<file path="config.mk">
export PLATFORM = sky130hd
export DESIGN_NAME = pc_sequencer
export DESIGN_NICKNAME = d
export VERILOG_FILES = /design/src/rtl/trsq_pkg.sv /design/src/rtl/ret_stack.sv /design/src/rtl/pc_sequencer.sv
export SDC_FILE = /design/constraint.sdc
export NUM_CORES = 1
export LEC_CHECK = 0
export BUFFER_PORTS_ARGS = -buffer_cell sky130_fd_sc_hd__buf_2
export CAP_MARGIN = 25
export CORE_MARGIN = 2
export CORE_UTILIZATION = 25
export CTS_BUF_LIST = sky130_fd_sc_hd__clkbuf_8
export CTS_CLUSTER_DIAMETER = 150
export DETAILED_ROUTE_END_ITERATION = 10
export HOLD_SLACK_MARGIN = 0.1
export PLACE_DENSITY = 0.38
export SYNTH_ARGS = -nofsm -noshare
export SYNTH_HDL_FRONTEND = slang
export SYNTH_SLANG_ARGS = --single-unit
</file>
<file path="constraint.sdc">
create_clock -name clk_ip -period 2.46 [get_ports clk_ip]
set_input_delay 0.123 -clock clk_ip [delete_from_list [all_inputs] [get_ports clk_ip]]
set_output_delay 0.123 -clock clk_ip [all_outputs]
set_load 0.05 [all_outputs]
</file>
<file path="src/rtl/trsq_pkg.sv">
// Shared defaults and helpers for the TRSQ program-counter sequencer.
package trsq_pkg;

  localparam int PC_W_DEF        = 13;
  localparam int STACK_DEPTH_DEF = 4;
  localparam int IRQ_N_DEF       = 4;
  localparam int VEC_BASE_DEF    = 4;
  localparam int VEC_STRIDE_DEF  = 2;

  function automatic int sp_width(input int depth);
    return $clog2(depth + 1);
  endfunction

  // Width of an index into n items, never below one bit.
  function automatic int id_width(input int n);
    return (n > 1) ? $clog2(n) : 1;
  endfunction

  localparam int SP_W_DEF = sp_width(STACK_DEPTH_DEF);

  // Callers truncate to PC_W, which gives the required modulo wrap.
  function automatic logic [31:0] vec_addr(input int base, input int stride, input int id);
    return 32'(base + id * stride);
  endfunction

endpackage

</file>
<file path="src/rtl/ret_stack.sv">
// Return-address LIFO: push/pop take effect at the clock edge, top is combinational from registers.
// Push when full and pop when empty are ignored here; the caller flags them.
module ret_stack
  import trsq_pkg::*;
#(
  parameter  int W     = PC_W_DEF,
  parameter  int DEPTH = STACK_DEPTH_DEF,
  localparam int SP_W  = sp_width(DEPTH)
) (
  input  logic            clk_ip,
  input  logic            reset_ip,
  input  logic            push,
  input  logic            pop,
  input  logic [W-1:0]    din,
  output logic [W-1:0]    top,
  output logic [SP_W-1:0] sp,
  output logic            full,
  output logic            empty
);

  localparam int IDX_W = id_width(DEPTH);

  logic [W-1:0]     mem [DEPTH];
  logic [SP_W-1:0]  sp_q;
  logic [IDX_W-1:0] wr_idx;
  logic [IDX_W-1:0] rd_idx;

  assign full   = (sp_q == SP_W'(DEPTH));
  assign empty  = (sp_q == '0);
  assign wr_idx = IDX_W'(sp_q);
  assign rd_idx = IDX_W'(sp_q - SP_W'(1));
  assign top    = mem[rd_idx];
  assign sp     = sp_q;

  always_ff @(posedge clk_ip or posedge reset_ip) begin
    if (reset_ip) begin
      sp_q <= '0;
    end else if (push && !full) begin
      sp_q <= sp_q + SP_W'(1);
    end else if (pop && !empty) begin
      sp_q <= sp_q - SP_W'(1);
    end
  end

  // Contents are don't-care after reset, so the storage carries no reset.
  always_ff @(posedge clk_ip) begin
    if (push && !full) begin
      mem[wr_idx] <= din;
    end
  end

endmodule

</file>
<file path="src/rtl/pc_sequencer.sv">
// PC sequencer: registered pc with call/return stack and prioritised vectored interrupts.
// Interrupt entry two cycles after the request edge; irq_take_op/irq_id_op are combinational from state only.
module pc_sequencer
  import trsq_pkg::*;
#(
  parameter  int PC_W        = PC_W_DEF,
  parameter  int STACK_DEPTH = STACK_DEPTH_DEF,
  parameter  int IRQ_N       = IRQ_N_DEF,
  parameter  int VEC_BASE    = VEC_BASE_DEF,
  parameter  int VEC_STRIDE  = VEC_STRIDE_DEF,
  localparam int SP_W        = sp_width(STACK_DEPTH),
  localparam int ID_W        = id_width(IRQ_N)
) (
  input  logic             clk_ip,
  input  logic             reset_ip,
  input  logic             halt_ip,
  input  logic             jump_ip,
  input  logic             call_ip,
  input  logic             return_ip,
  input  logic             reti_ip,
  input  logic             skip_ip,
  input  logic [PC_W-1:0]  target_ip,
  input  logic [IRQ_N-1:0] irq_ip,
  input  logic             mask_wr_ip,
  input  logic [IRQ_N-1:0] mask_data_ip,
  output logic [PC_W-1:0]  pc_op,
  output logic             irq_take_op,
  output logic [ID_W-1:0]  irq_id_op,
  output logic             in_isr_op,
  output logic [IRQ_N-1:0] pend_op,
  output logic [SP_W-1:0]  sp_op,
  output logic             ovf_op,
  output logic             unf_op
);

  logic [PC_W-1:0]  pc_q, pc_nxt;
  logic [IRQ_N-1:0] pend_q, pend_nxt, pend_clr;
  logic [IRQ_N-1:0] mask_q;
  logic [IRQ_N-1:0] irq_prev_q;
  logic             in_isr_q, in_isr_nxt;
  logic             ovf_q, ovf_nxt;
  logic             unf_q, unf_nxt;

  logic [IRQ_N-1:0] qual;
  logic             take;
  logic [ID_W-1:0]  take_id;

  logic             push_req, pop_req;
  logic [PC_W-1:0]  push_dat;
  logic [PC_W-1:0]  stk_top;
  logic             stk_full, stk_empty;
  logic [PC_W-1:0]  pc_inc;
  logic [PC_W-1:0]  pc_vec;

  assign qual   = pend_q & mask_q;
  assign take   = (|qual) & ~in_isr_q;
  assign pc_inc = pc_q + PC_W'(1);
  assign pc_vec = PC_W'(vec_addr(VEC_BASE, VEC_STRIDE, int'(take_id)));

  // Lowest qualifying channel wins; scanning downward lets the lowest overwrite.
  always_comb begin
    take_id = '0;
    for (int i = IRQ_N - 1; i >= 0; i--) begin
      if (qual[i]) take_id = ID_W'(i);
    end
  end

  always_comb begin
    pc_nxt     = pc_inc;
    in_isr_nxt = in_isr_q;
    ovf_nxt    = ovf_q;
    unf_nxt    = unf_q;
    push_req   = 1'b0;
    pop_req    = 1'b0;
    push_dat   = pc_inc;
    pend_clr   = '0;

    if (take) begin
      // A halted core resumes after the halt instruction on return.
      push_req           = 1'b1;
      push_dat           = halt_ip ? pc_inc : pc_q;
      pc_nxt             = pc_vec;
      in_isr_nxt         = 1'b1;
      pend_clr[take_id]  = 1'b1;
    end else if (halt_ip) begin
      pc_nxt = pc_q;
    end else if (jump_ip) begin
      pc_nxt = target_ip;
    end else if (call_ip) begin
      push_req = 1'b1;
      pc_nxt   = target_ip;
    end else if (return_ip || reti_ip) begin
      if (stk_empty) begin
        unf_nxt = 1'b1;
      end else begin
        pop_req = 1'b1;
        pc_nxt  = stk_top;
      end
      if (reti_ip) in_isr_nxt = 1'b0;
    end else if (skip_ip) begin
      pc_nxt = pc_q + PC_W'(2);
    end

    if (push_req && stk_full) ovf_nxt = 1'b1;

    // A fresh edge on the channel being taken keeps it pending.
    pend_nxt = (pend_q & ~pend_clr) | (irq_ip & ~irq_prev_q);
  end

  always_ff @(posedge clk_ip or posedge reset_ip) begin
    if (reset_ip) begin
      pc_q       <= '0;
      pend_q     <= '0;
      mask_q     <= '0;
      irq_prev_q <= '0;
      in_isr_q   <= 1'b0;
      ovf_q      <= 1'b0;
      unf_q      <= 1'b0;
    end else begin
      pc_q       <= pc_nxt;
      pend_q     <= pend_nxt;
      irq_prev_q <= irq_ip;
      in_isr_q   <= in_isr_nxt;
      ovf_q      <= ovf_nxt;
      unf_q      <= unf_nxt;
      if (mask_wr_ip) mask_q <= mask_data_ip;
    end
  end

  ret_stack #(
    .W     (PC_W),
    .DEPTH (STACK_DEPTH)
  ) u_ret_stack (
    .clk_ip   (clk_ip),
    .reset_ip (reset_ip),
    .push     (push_req),
    .pop      (pop_req),
    .din      (push_dat),
    .top      (stk_top),
    .sp       (sp_op),
    .full     (stk_full),
    .empty    (stk_empty)
  );

  assign pc_op       = pc_q;
  assign irq_take_op = take;
  assign irq_id_op   = take ? take_id : '0;
  assign in_isr_op   = in_isr_q;
  assign pend_op     = pend_q;
  assign ovf_op      = ovf_q;
  assign unf_op      = unf_q;

endmodule

</file>
==> results of run 1 <==
==> where the power goes <==
| part | switching, uW | internal (uW) | leakage, uW |
|---|---|---|---|
| clock | 596 | 497 | 0.000107 |
| sequential | 286 | 1980 | 0.000836 |
| combinational | 2000 | 1110 | 0.00114 |
| total | 2880 | 3590 | 0.00208 |
==> registers in the layout, indices dropped and copies added (netlist names) <==
signal and count:
in_isr_op 1, pend_op 4, irq_prev_q 4, pc_op 13, u_ret_stack.mem 52, unf_op 1, ovf_op 1, mask_q 4
u_ret_stack.sp 3
==> area by class of cell <==
| cell class | instances | area [sq um] | share of cell area |
|---|---|---|---|
| multi-input combinational | 246 | 1830 | 0.345 |
| inverter | 12 | 45.0 | 0.00847 |
| tap | 220 | 275 | 0.0518 |
| timing repair buffer | 94 | 606 | 0.114 |
| sequential | 83 | 2340 | 0.440 |
| clock inverter | 7 | 93.8 | 0.0177 |
| clock buffer | 9 | 124 | 0.0233 |
==> cells by family (layout without fill, tap and decap cells) <==
group / Yosys count / count (layout) / synth area share
xor gates and xnor gates: 26 / 26 / 0.0530
adders and majority gates: 7 / 7 / 0.0204
buffers and inverters: 34 / 122 / 0.0329
muxes: 18 / 18 / 0.0836
and+or+nand+nor: 122 / 122 / 0.144
AOI/OAI and AO/OA: 73 / 73 / 0.122
DFF: 83 / 83 / 0.544
==> timing repair <==
action | CTS | global route
hold endpoints to repair | 32 | 0
gates resized for setup | 0 | 1
setup endpoints to repair | 0 | 15
hold buffers | 15 | 0
buffers inserted | 0 | 3
==> routing by layer <==
metal  wire length (microns)  vias up
met5                       0        -
met4                     245        0
met3                     401       15
met2                    5770       56
met1                    5920     1571
li1                        -     1517
==> cell usage after synthesis, drive strengths merged (3+ instances only) <==
cell	number	area (sq um)
edfxtp	52	1560
mux4	13	304
o21ai	19	95.1
a32o	3	30.0
nand2	30	113
a221oi	6	58.8
mux2	4	45.0
xnor2	7	61.3
and3	4	25.0
a21oi	11	55.1
dfrtp	31	776
inv	12	45.0
xor2	19	166
nand4	8	50.1
nand3	7	35.0
or2	4	25.0
nor2	35	131
ha	7	87.6
o21a	3	22.5
o31a	3	26.3
o22ai	4	25.0
nand2b	3	18.8
buf	7	40.0
o221ai	3	26.3
and2	4	25.0
nor3	13	76.3
nor2b	4	25.0
clkbuf	15	56.3
==> worst paths after layout <==
check | startpoint | endpoint | slack (ns)
max | pend_op[0]$_DFF_PP0_ | irq_id_op[0] | 0.19
min | target_ip[10] | pc_op[10]$_DFFE_PP0P_ | 0.14
max reg2reg | pend_op[0]$_DFF_PP0_ | u_ret_stack.mem[3][2]$_DFFE_PP_ | 0.25
min in group asynchronous | reset_ip | pc_op[12]$_DFFE_PP0P_ | 0.44
max in group asynchronous | reset_ip | pend_op[3]$_DFF_PP0_ | 1.31
min reg2reg | irq_prev_q[2]$_DFF_PP0_ | pend_op[2]$_DFF_PP0_ | 0.43
==> metrics by stage <==
stage               instances  cell area [sq um]  power (uW)  utilization  setup slack [ns]
floorplan                 363               4320        4420            -           0.00573
global placement          637               4920        5410        0.295             0.152
detailed placement        637               4920        5410        0.295             0.132
CTS                       668               5290        6550        0.317            0.0771
global route              671               5320        6860        0.318            0.0516
finish                    671               5320        6470        0.318             0.195
==> critical path, delay by kind of cell, from the launching register on <==
family | cells | cell delay (ns)
buffers and inverters | 3 | 0.52
AOI/OAI and AO/OA | 1 | 0.13
DFF | 1 | 0.41
and+or+nand+nor | 3 | 0.71
==> summary.txt, run 1 <==
Status - completed
Startpoint Class - flip-flop
H-tree Lvls - 3
Max-slew violation count - 0
GRT busiest layer - met2
Final min period - 2.27 ns
Routed via count - 3,159
Drt wl/cell - 18.4 microns
DP HPWL - 8920 microns
Fmax - 441 MHz
Post-synth EDFFs - 52
Starting density of the core - 0.257
Initial antenna violation count - 0
Largest net degree at the start of global routing - 31
Drc violations - 0
Met3 track utilization from global routing - 0.0210
Met2 Use GR - 0.226
Met1 usage - 0.194
Drt first-iter violations - 207
WP data required - 2.34 ns
Die area - 18,200 sq um
Synth warn - 0
FFs w/ async S/R, synth - 0.373
TritonCTS Sinks - 83
Share of layout cells above drive strength 1 - 0.282
Worst setup path class - reg -> out
Die height - 135 microns
CTS tree - built
Max-capacitance violation count - 0
Total gr overflow - 0
Drt first pass iters - 4
Inserted Clock Buffers - 9
Commonest non-fill, non-tap cell in the layout - buf_2
Syn Area/Cell - 11.8 sq um
DR vias/cell - 4.71
Total track usage - 0.141
Netlist cell types - 62
Worst Hold Class - in -> reg
Vias in the first global route - 3,285
Sequential-to-total area share from yosys stat - 0.544
Leak Pwr - 0.00208 uW
Row count - 47
Slew HR - 0.440
Clock slew at reported path FFs - 0.10 ns
Clk_skew - 0.0167 ns
Gp weighted congestion - 0.869
Worst slew pin tran - 0.839 ns
Clock latency at the later pin of the worst-skew pair - 0.38 ns
Commonest cells after routing, fill and taps aside - 55 x buf_2, 52 x edfxtp_1, 35 x nor2_1, 30 x nand2_1, 30 x dfrtp_1
Synth Instances - 363
Most common flop cell mapped by yosys - edfxtp_1
Clock Path Buffers - 2
Slowest CP cell - dfrtp_1
Final Hold Viols - 0
Worst path max stage delay - 0.41 ns
Worst Hold Depth - 5
Antenna viol nets, final - 0
Hold_ws - 0.136 ns
Core footprint - 16,700 sq um
Port buffer count - 55
I/O pin cnt - 56
Tcrit/Tclk final - 0.921
Final Net Count - 483
WL final - 12,300 microns
Crit path DAT - 2.14 ns
Mapped Area - 4300 sq um
Global-route wire length before repair - 19,200 microns
VDD IR max - 328 uV
Antenna cells - 0
Setup-failing EPs final - 0
Register bit total from synthesis - 83
Pwr dens - 1220 nW/um^2
Synth Net Count - 400
Filler cells - 1,725
Unrepaired setup endpoints after global routing - false
Critical path peak fanout - 5
FF-to-FF path depth - 6
Die Wd - 135 microns
Synth-to-layout area growth - 23.8%
Critical path, cell by cell - a22oi_2, or2_2, and2b_4, inv_2, buf_4, and3_1, buf_2
Final setup TNS - 0 ns
Root Buffer - clkbuf_8
Critical Path End Type - primary output
(Power assumes the default switching activity.)
==> run 2: changes to the inputs <==
--- a/config.mk
+++ b/config.mk
@@ -12,8 +12,10 @@
 export CTS_BUF_LIST = sky130_fd_sc_hd__clkbuf_8
 export CTS_CLUSTER_DIAMETER = 150
 export DETAILED_ROUTE_END_ITERATION = 10
+export GPL_TIMING_DRIVEN = 0
 export HOLD_SLACK_MARGIN = 0.1
 export PLACE_DENSITY = 0.38
 export SYNTH_ARGS = -nofsm -noshare
 export SYNTH_HDL_FRONTEND = slang
+export SYNTH_HIERARCHICAL = 1
 export SYNTH_SLANG_ARGS = --single-unit
==> summary.txt, run 2 <==
Pre-CTS setup slack - -0.332 ns
Leak Pwr - 0.00216 uW
Worst R2R Start - u_ret_stack/sp[0]$_DFFE_PP0P_
Antenna cells - 0
Critical path, cell by cell - buf_8, buf_12, inv_2, ha_2, ha_1, buf_4, buf_2, nor2_1, a31oi_1, o21ai_0, o32ai_1
Clock Path Buffers - 2
Final Net Count - 503
Drc violations - 0
Syn Area/Cell - 12.0 sq um
Critical Path End Type - flip-flop
Fin worst setup slack - 0.134 ns
Net switching power - 2100 uW
Tot Pwr - 5430 uW
Slew HR - 0.602
Final min period - 2.33 ns
Synth-to-layout area growth - 26.4%
Switching share of power - 0.386
Mapped Area - 4420 sq um
WP data required - 2.72 ns
Sequential-to-total area share from yosys stat - 0.529
Clock share of power - 0.192
Inserted Clock Buffers - 9
CTS tree - built
Total gr overflow - 0
Synth Instances - 368
Max-capacitance violation count - 0
Antenna viol nets, final - 0
Pwr dens - 972 nW/um^2
Unrepaired setup endpoints after global routing - false
Post-synth top area share - 0.353
Slowest CP cell - dfrtp_2
Total track usage - 0.143
Synth warn - 6
Top post-synthesis cells by area - edfxtp_1 35%, dfrtp_1 18%, mux4_2 4.1%
I/O pin cnt - 56
Max-slew violation count - 0
Tcrit/Tclk final - 0.945
Final Hold Viols - 0
VDD IR max - 335 uV
FF-to-FF path depth - 11
Gp weighted congestion - 0.835
Starting density of the core - 0.255
DR vias/cell - 4.82
Worst Hold Class - in -> reg
Worst path max stage delay - 0.43 ns
Largest area contributor in the netlist - edfxtp_1
Global-route wire length before repair - 19,800 microns
Most common flop cell mapped by yosys - edfxtp_1
Critical path peak fanout - 10
Netlist cell types - 69
TritonCTS Sinks - 83
Post-synth EDFFs - 52
DP HPWL - 9520 microns
Die area - 18,800 sq um
Commonest cells after routing, fill and taps aside - 61 x buf_2, 52 x edfxtp_1, 28 x dfrtp_1, 26 x nor2_1, 22 x o21ai_0
WL final - 13,500 microns
Filler cells - 1,772
FFs w/ async S/R, synth - 0.373
HP Start - call_ip
Share of layout cells above drive strength 1 - 0.296
Drt wl/cell - 19.4 microns
# placed instances - 648
Post-layout util - 0.323
Largest Register - u_ret_stack/mem
Die Wd - 137 microns
Commonest cells in the netlist - 52 x edfxtp_1, 31 x dfrtp_1, 26 x nor2_1, 23 x o21ai_0, 19 x nand2_1
Die height - 137 microns
Hold EP - ovf_op$_DFFE_PP0P_
Core footprint - 17,300 sq um
Power share of the sequential group - 0.345
Crit path DAT - 2.59 ns
Non-Filler Instances - 694
Vias in the first global route - 3,444
H-tree Lvls - 3
Register bit total from synthesis - 83
Setup-failing EPs final - 0
Startpoint Class - flip-flop
Worst slew pin tran - 0.597 ns
Combinational share of power - 0.463
R2R Path End - pc_op[10]$_DFFE_PP0P_
Drt first pass iters - 4
Synth Net Count - 406
Worst Hold Depth - 4
Fmax - 430 MHz
Root Buffer - clkbuf_8
Hold_ws - 0.155 ns
Routed via count - 3,342
Cell with the most instances after synthesis - edfxtp_1
Largest net degree at the start of global routing - 23
Clock latency at the later pin of the worst-skew pair - 0.37 ns
Drt first-iter violations - 189
Port buffer count - 54
Row count - 48
Commonest non-fill, non-tap cell in the layout - buf_2
Clock slew at reported path FFs - 0.09 ns
Reg2reg setup slack - 0.13 ns
Max reg flops - 52
P_int - 3330 uW
Worst setup path class - reg -> reg
Clk_skew - 0.0117 ns
Status - completed
Initial antenna violation count - 0
[run 2: cell types whose count changed after synthesis, sizes merged, moves of 4 or more]
cell / before / now
clkbuf: 15 / 5
nand2: 30 / 20
and2: 4 / 8
o211ai: 1 / 7
xor2: 19 / 14
inv: 12 / 16
o21ai: 19 / 24
buf: 7 / 19
a221oi: 6 / 2
nor3: 13 / 9
nor2: 35 / 27
[run 2: cell type report]
class / instances / area, sq um / area share
Clock buffer: 9 / 124 / 0.0222
Sequential cell: 83 / 2340 / 0.419
Multi-Input combinational cell: 248 / 1950 / 0.348
Clock inverter: 6 / 75.1 / 0.0134
Tap cell: 225 / 282 / 0.0504
Inverter: 16 / 60.1 / 0.0108
Timing Repair Buffer: 83 / 568 / 0.102
Buffer: 24 / 191 / 0.0343
[run 2: cell families after synthesis]
group | synth area share
fa+ha+maj | 0.0227
compound gates | 0.138
flops | 0.529
simple gates | 0.128
mux | 0.0875
buf+inv | 0.0512
xor+xnor | 0.0436
[run 2: how the worst max path moves through the flow]
stage	startpoint	endpoint	slack, ns	cells after the start
floorplan	pend_op[0]$_DFF_PP0_	u_ret_stack/mem[3][0]$_DFFE_PP_	0.004	7
global placement	u_ret_stack/sp[0]$_DFFE_PP0P_	pc_op[4]$_DFFE_PP0P_	-0.36	11
detailed placement	u_ret_stack/sp[0]$_DFFE_PP0P_	pc_op[4]$_DFFE_PP0P_	-0.33	11
CTS	u_ret_stack/sp[0]$_DFFE_PP0P_	pc_op[5]$_DFFE_PP0P_	0.05	11
global route	mask_q[1]$_DFFE_PP0P_	u_ret_stack/mem[2][5]$_DFFE_PP_	0.004	7
finish	u_ret_stack/sp[0]$_DFFE_PP0P_	pc_op[10]$_DFFE_PP0P_	0.13	11
[run 2: metrics by stage]
step / setup TNS [ns] / cell area, sq um
floorplan: 0 / 4450
global placement: -14.25 / 5000
detailed placement: -14.07 / 5030
CTS: 0 / 5480
global route: 0 / 5590
finish: 0 / 5590
[run 2: metal layers]
| metal | vias up | part of all wire | global-route usage | routed length (microns) |
|---|---|---|---|---|
| met2 | 76 | 0.47 | 0.233 | 6300 |
| met5 | - | 0 | 0 | 0 |
| met3 | 21 | 0.032 | 0.0185 | 429 |
| met4 | 0 | 0.024 | 0.0601 | 325 |
| met1 | 1657 | 0.48 | 0.191 | 6410 |
| li1 | 1588 | - | - | - |
[run 2: timing repair]
item / in CTS / in global routing
gates cloned: 0 / 3
hold buffers: 18 / 1
endpoints found under the setup margin: 65 / 64
endpoints found under the hold margin: 45 / 1
pin swaps: 1 / 4
resized for setup: 13 / 15
setup buffers: 7 / 2
[run 2: power groups by stage]
stage / Combinational, uW / Clock, uW / Sequential, uW
5_1_grt: 2700 / 1130 / 1900
6_report: 2520 / 1040 / 1870
3_3_place_gp: 2250 / 0 / 1900
4_1_cts: 2400 / 1070 / 1880
2_1_floorplan: 1310 / 0 / 2210
3_5_place_dp: 2250 / 0 / 1910
[run 2: worst max-delay path: cells and delay by family, from the launching register on]
kind,cells,cell delay [ns]
buffers and inverters,5,0.79
adders and majority gates,2,0.42
and+or+nand+nor,1,0.08
DFF,1,0.43
AOI/OAI and AO/OA,3,0.50
==> run 3: changes to the inputs <==
--- a/config.mk
+++ b/config.mk
@@ -7,6 +7,7 @@
 export LEC_CHECK = 0
 export BUFFER_PORTS_ARGS = -buffer_cell sky130_fd_sc_hd__buf_2
 export CAP_MARGIN = 25
+export CORE_ASPECT_RATIO = 1.2
 export CORE_MARGIN = 2
 export CORE_UTILIZATION = 25
 export CTS_BUF_LIST = sky130_fd_sc_hd__clkbuf_8
==> summary.txt, run 3 (synthesis results as in run 2) <==
Status - completed
Clock Path Buffers - 2
Drt first pass iters - 5
Fmax - 418 MHz
Share of layout cells above drive strength 1 - 0.293
Max-slew violation count - 0
Die height - 150 microns
Commonest non-fill, non-tap cell in the layout - buf_2
Post-layout util - 0.316
Commonest cells after routing, fill and taps aside - 60 x buf_2, 52 x edfxtp_1, 29 x dfrtp_1, 26 x nor2_1, 22 x o21ai_0
R2R Path End - u_ret_stack/mem[2][2]$_DFFE_PP_
Total track usage - 0.147
Worst R2R Start - pend_op[3]$_DFF_PP0_
Routed via count - 3,300
Hold_ws - 0.109 ns
Filler cells - 1,777
CTS tree - built
Leak Pwr - 0.00211 uW
Unrepaired setup endpoints after global routing - true
Max-capacitance violation count - 0
TritonCTS Sinks - 83
Clk_skew - 0.0135 ns
Critical Path End Type - flip-flop
Slew HR - 0.587
Placed cell area - 5020 sq um
FF-to-FF path depth - 7
Clock latency at the later pin of the worst-skew pair - 0.36 ns
Largest Register - u_ret_stack/mem
I/O pin cnt - 56
Core footprint - 17,400 sq um
Tcrit/Tclk final - 0.973
VDD IR max - 262 uV
Worst setup path class - reg -> reg
Non-Filler Instances - 680
Final Hold Viols - 0
Worst slew pin tran - 0.619 ns
# placed instances - 643
Fin worst setup slack - 0.0666 ns
Setup-failing EPs final - 0
DR vias/cell - 4.85
Critical path peak fanout - 13
Synth-to-layout area growth - 24.5%
Startpoint Class - flip-flop
Worst Hold Class - in -> reg
Inserted Clock Buffers - 9
Crit path launch - pend_op[3]$_DFF_PP0_
Antenna cells - 0
Drt wl/cell - 19.7 microns
Drc violations - 0
WP data required - 2.47 ns
Max reg flops - 52
Root Buffer - clkbuf_8
Crit path DAT - 2.40 ns
Starting density of the core - 0.253
Vias in the first global route - 3,481
Final Net Count - 493
Clock slew at reported path FFs - 0.09 ns
Port buffer count - 54
Final min period - 2.39 ns
Die Wd - 125 microns
Global-route wire length before repair - 20,800 microns
WL final - 13,400 microns
Row count - 53
Reg2reg setup slack - 0.07 ns
CP Capture Point - u_ret_stack/mem[2][2]$_DFFE_PP_
H-tree Lvls - 3
Die area - 18,800 sq um
Initial antenna violation count - 0
Pwr dens - 981 nW/um^2
Drt first-iter violations - 119
Antenna viol nets, final - 0
DP HPWL - 9790 microns
Gp weighted congestion - 0.801
Post-route cell area - 5500 sq um
Largest net degree at the start of global routing - 19
Pre-CTS setup slack - -0.326 ns
Total gr overflow - 0
==> run 3: per-layer routing <==
layer  vias to the layer above  wire, microns  track usage
li1                       1556              -            -
met4                         0            338       0.0522
met2                        71           6720        0.255
met5                         -              0            0
met1                      1654           5900        0.184
met3                        19            444       0.0279
==> run 3: timing repair <==
action,in CTS,in global routing
pin swaps,1,2
hold buffers,16,0
resized for setup,12,10
setup buffers,3,2
endpoints found under the hold margin,27,0
setup endpoints to repair,64,65
==> run 3: worst max-delay path, stage by stage, from the launching register on <==
cell	delay, ns
dfrtp_1	0.41
a22oi_1	0.13
a21o_2	0.29
buf_4	0.20
nand2_1	0.12
a21boi_1	0.20
clkbuf_2	0.22
and2_2	0.46
==> run 3: worst min path at each step <==
| stage | start | endpoint | slack (ns) | cells past startpoint |
|---|---|---|---|---|
| 2_1_floorplan | reset_ip | u_ret_stack/sp[1]$_DFFE_PP0P_ | -0.12 | 1 |
| 3_3_place_gp | reset_ip | u_ret_stack/sp[1]$_DFFE_PP0P_ | -0.001 | 2 |
| 3_5_place_dp | reset_ip | u_ret_stack/sp[1]$_DFFE_PP0P_ | 0.005 | 2 |
| 4_1_cts | target_ip[4] | pc_op[4]$_DFFE_PP0P_ | 0.11 | 3 |
| 5_1_grt | target_ip[4] | pc_op[4]$_DFFE_PP0P_ | 0.12 | 3 |
| 6_report | target_ip[5] | pc_op[5]$_DFFE_PP0P_ | 0.11 | 3 |
==> run 3: through the flow <==
step / power, uW / TNS (ns)
3_5_place_dp: 4170 / -13.38
2_1_floorplan: 3520 / 0
6_report: 5400 / 0
5_1_grt: 5720 / -5.89
4_1_cts: 5410 / 0
3_3_place_gp: 4160 / -15.41
==> run 3: area by class of cell <==
class                      count  area [sq um]  share of cell area
multi-input combinational    245          1910               0.347
buffer                        24           196              0.0357
clock buffer                   9           124              0.0225
clock inverter                 7          98.8              0.0180
tap                          220           275              0.0500
timing repair buffer          76           499              0.0907
sequential                    83          2340               0.425
inverter                      16          60.1              0.0109
==> run 3: where the power goes <==
| part | switching [uW] | internal [uW] |
|---|---|---|
| registers | 141 | 1740 |
| logic | 1430 | 983 |
| clock network | 531 | 579 |
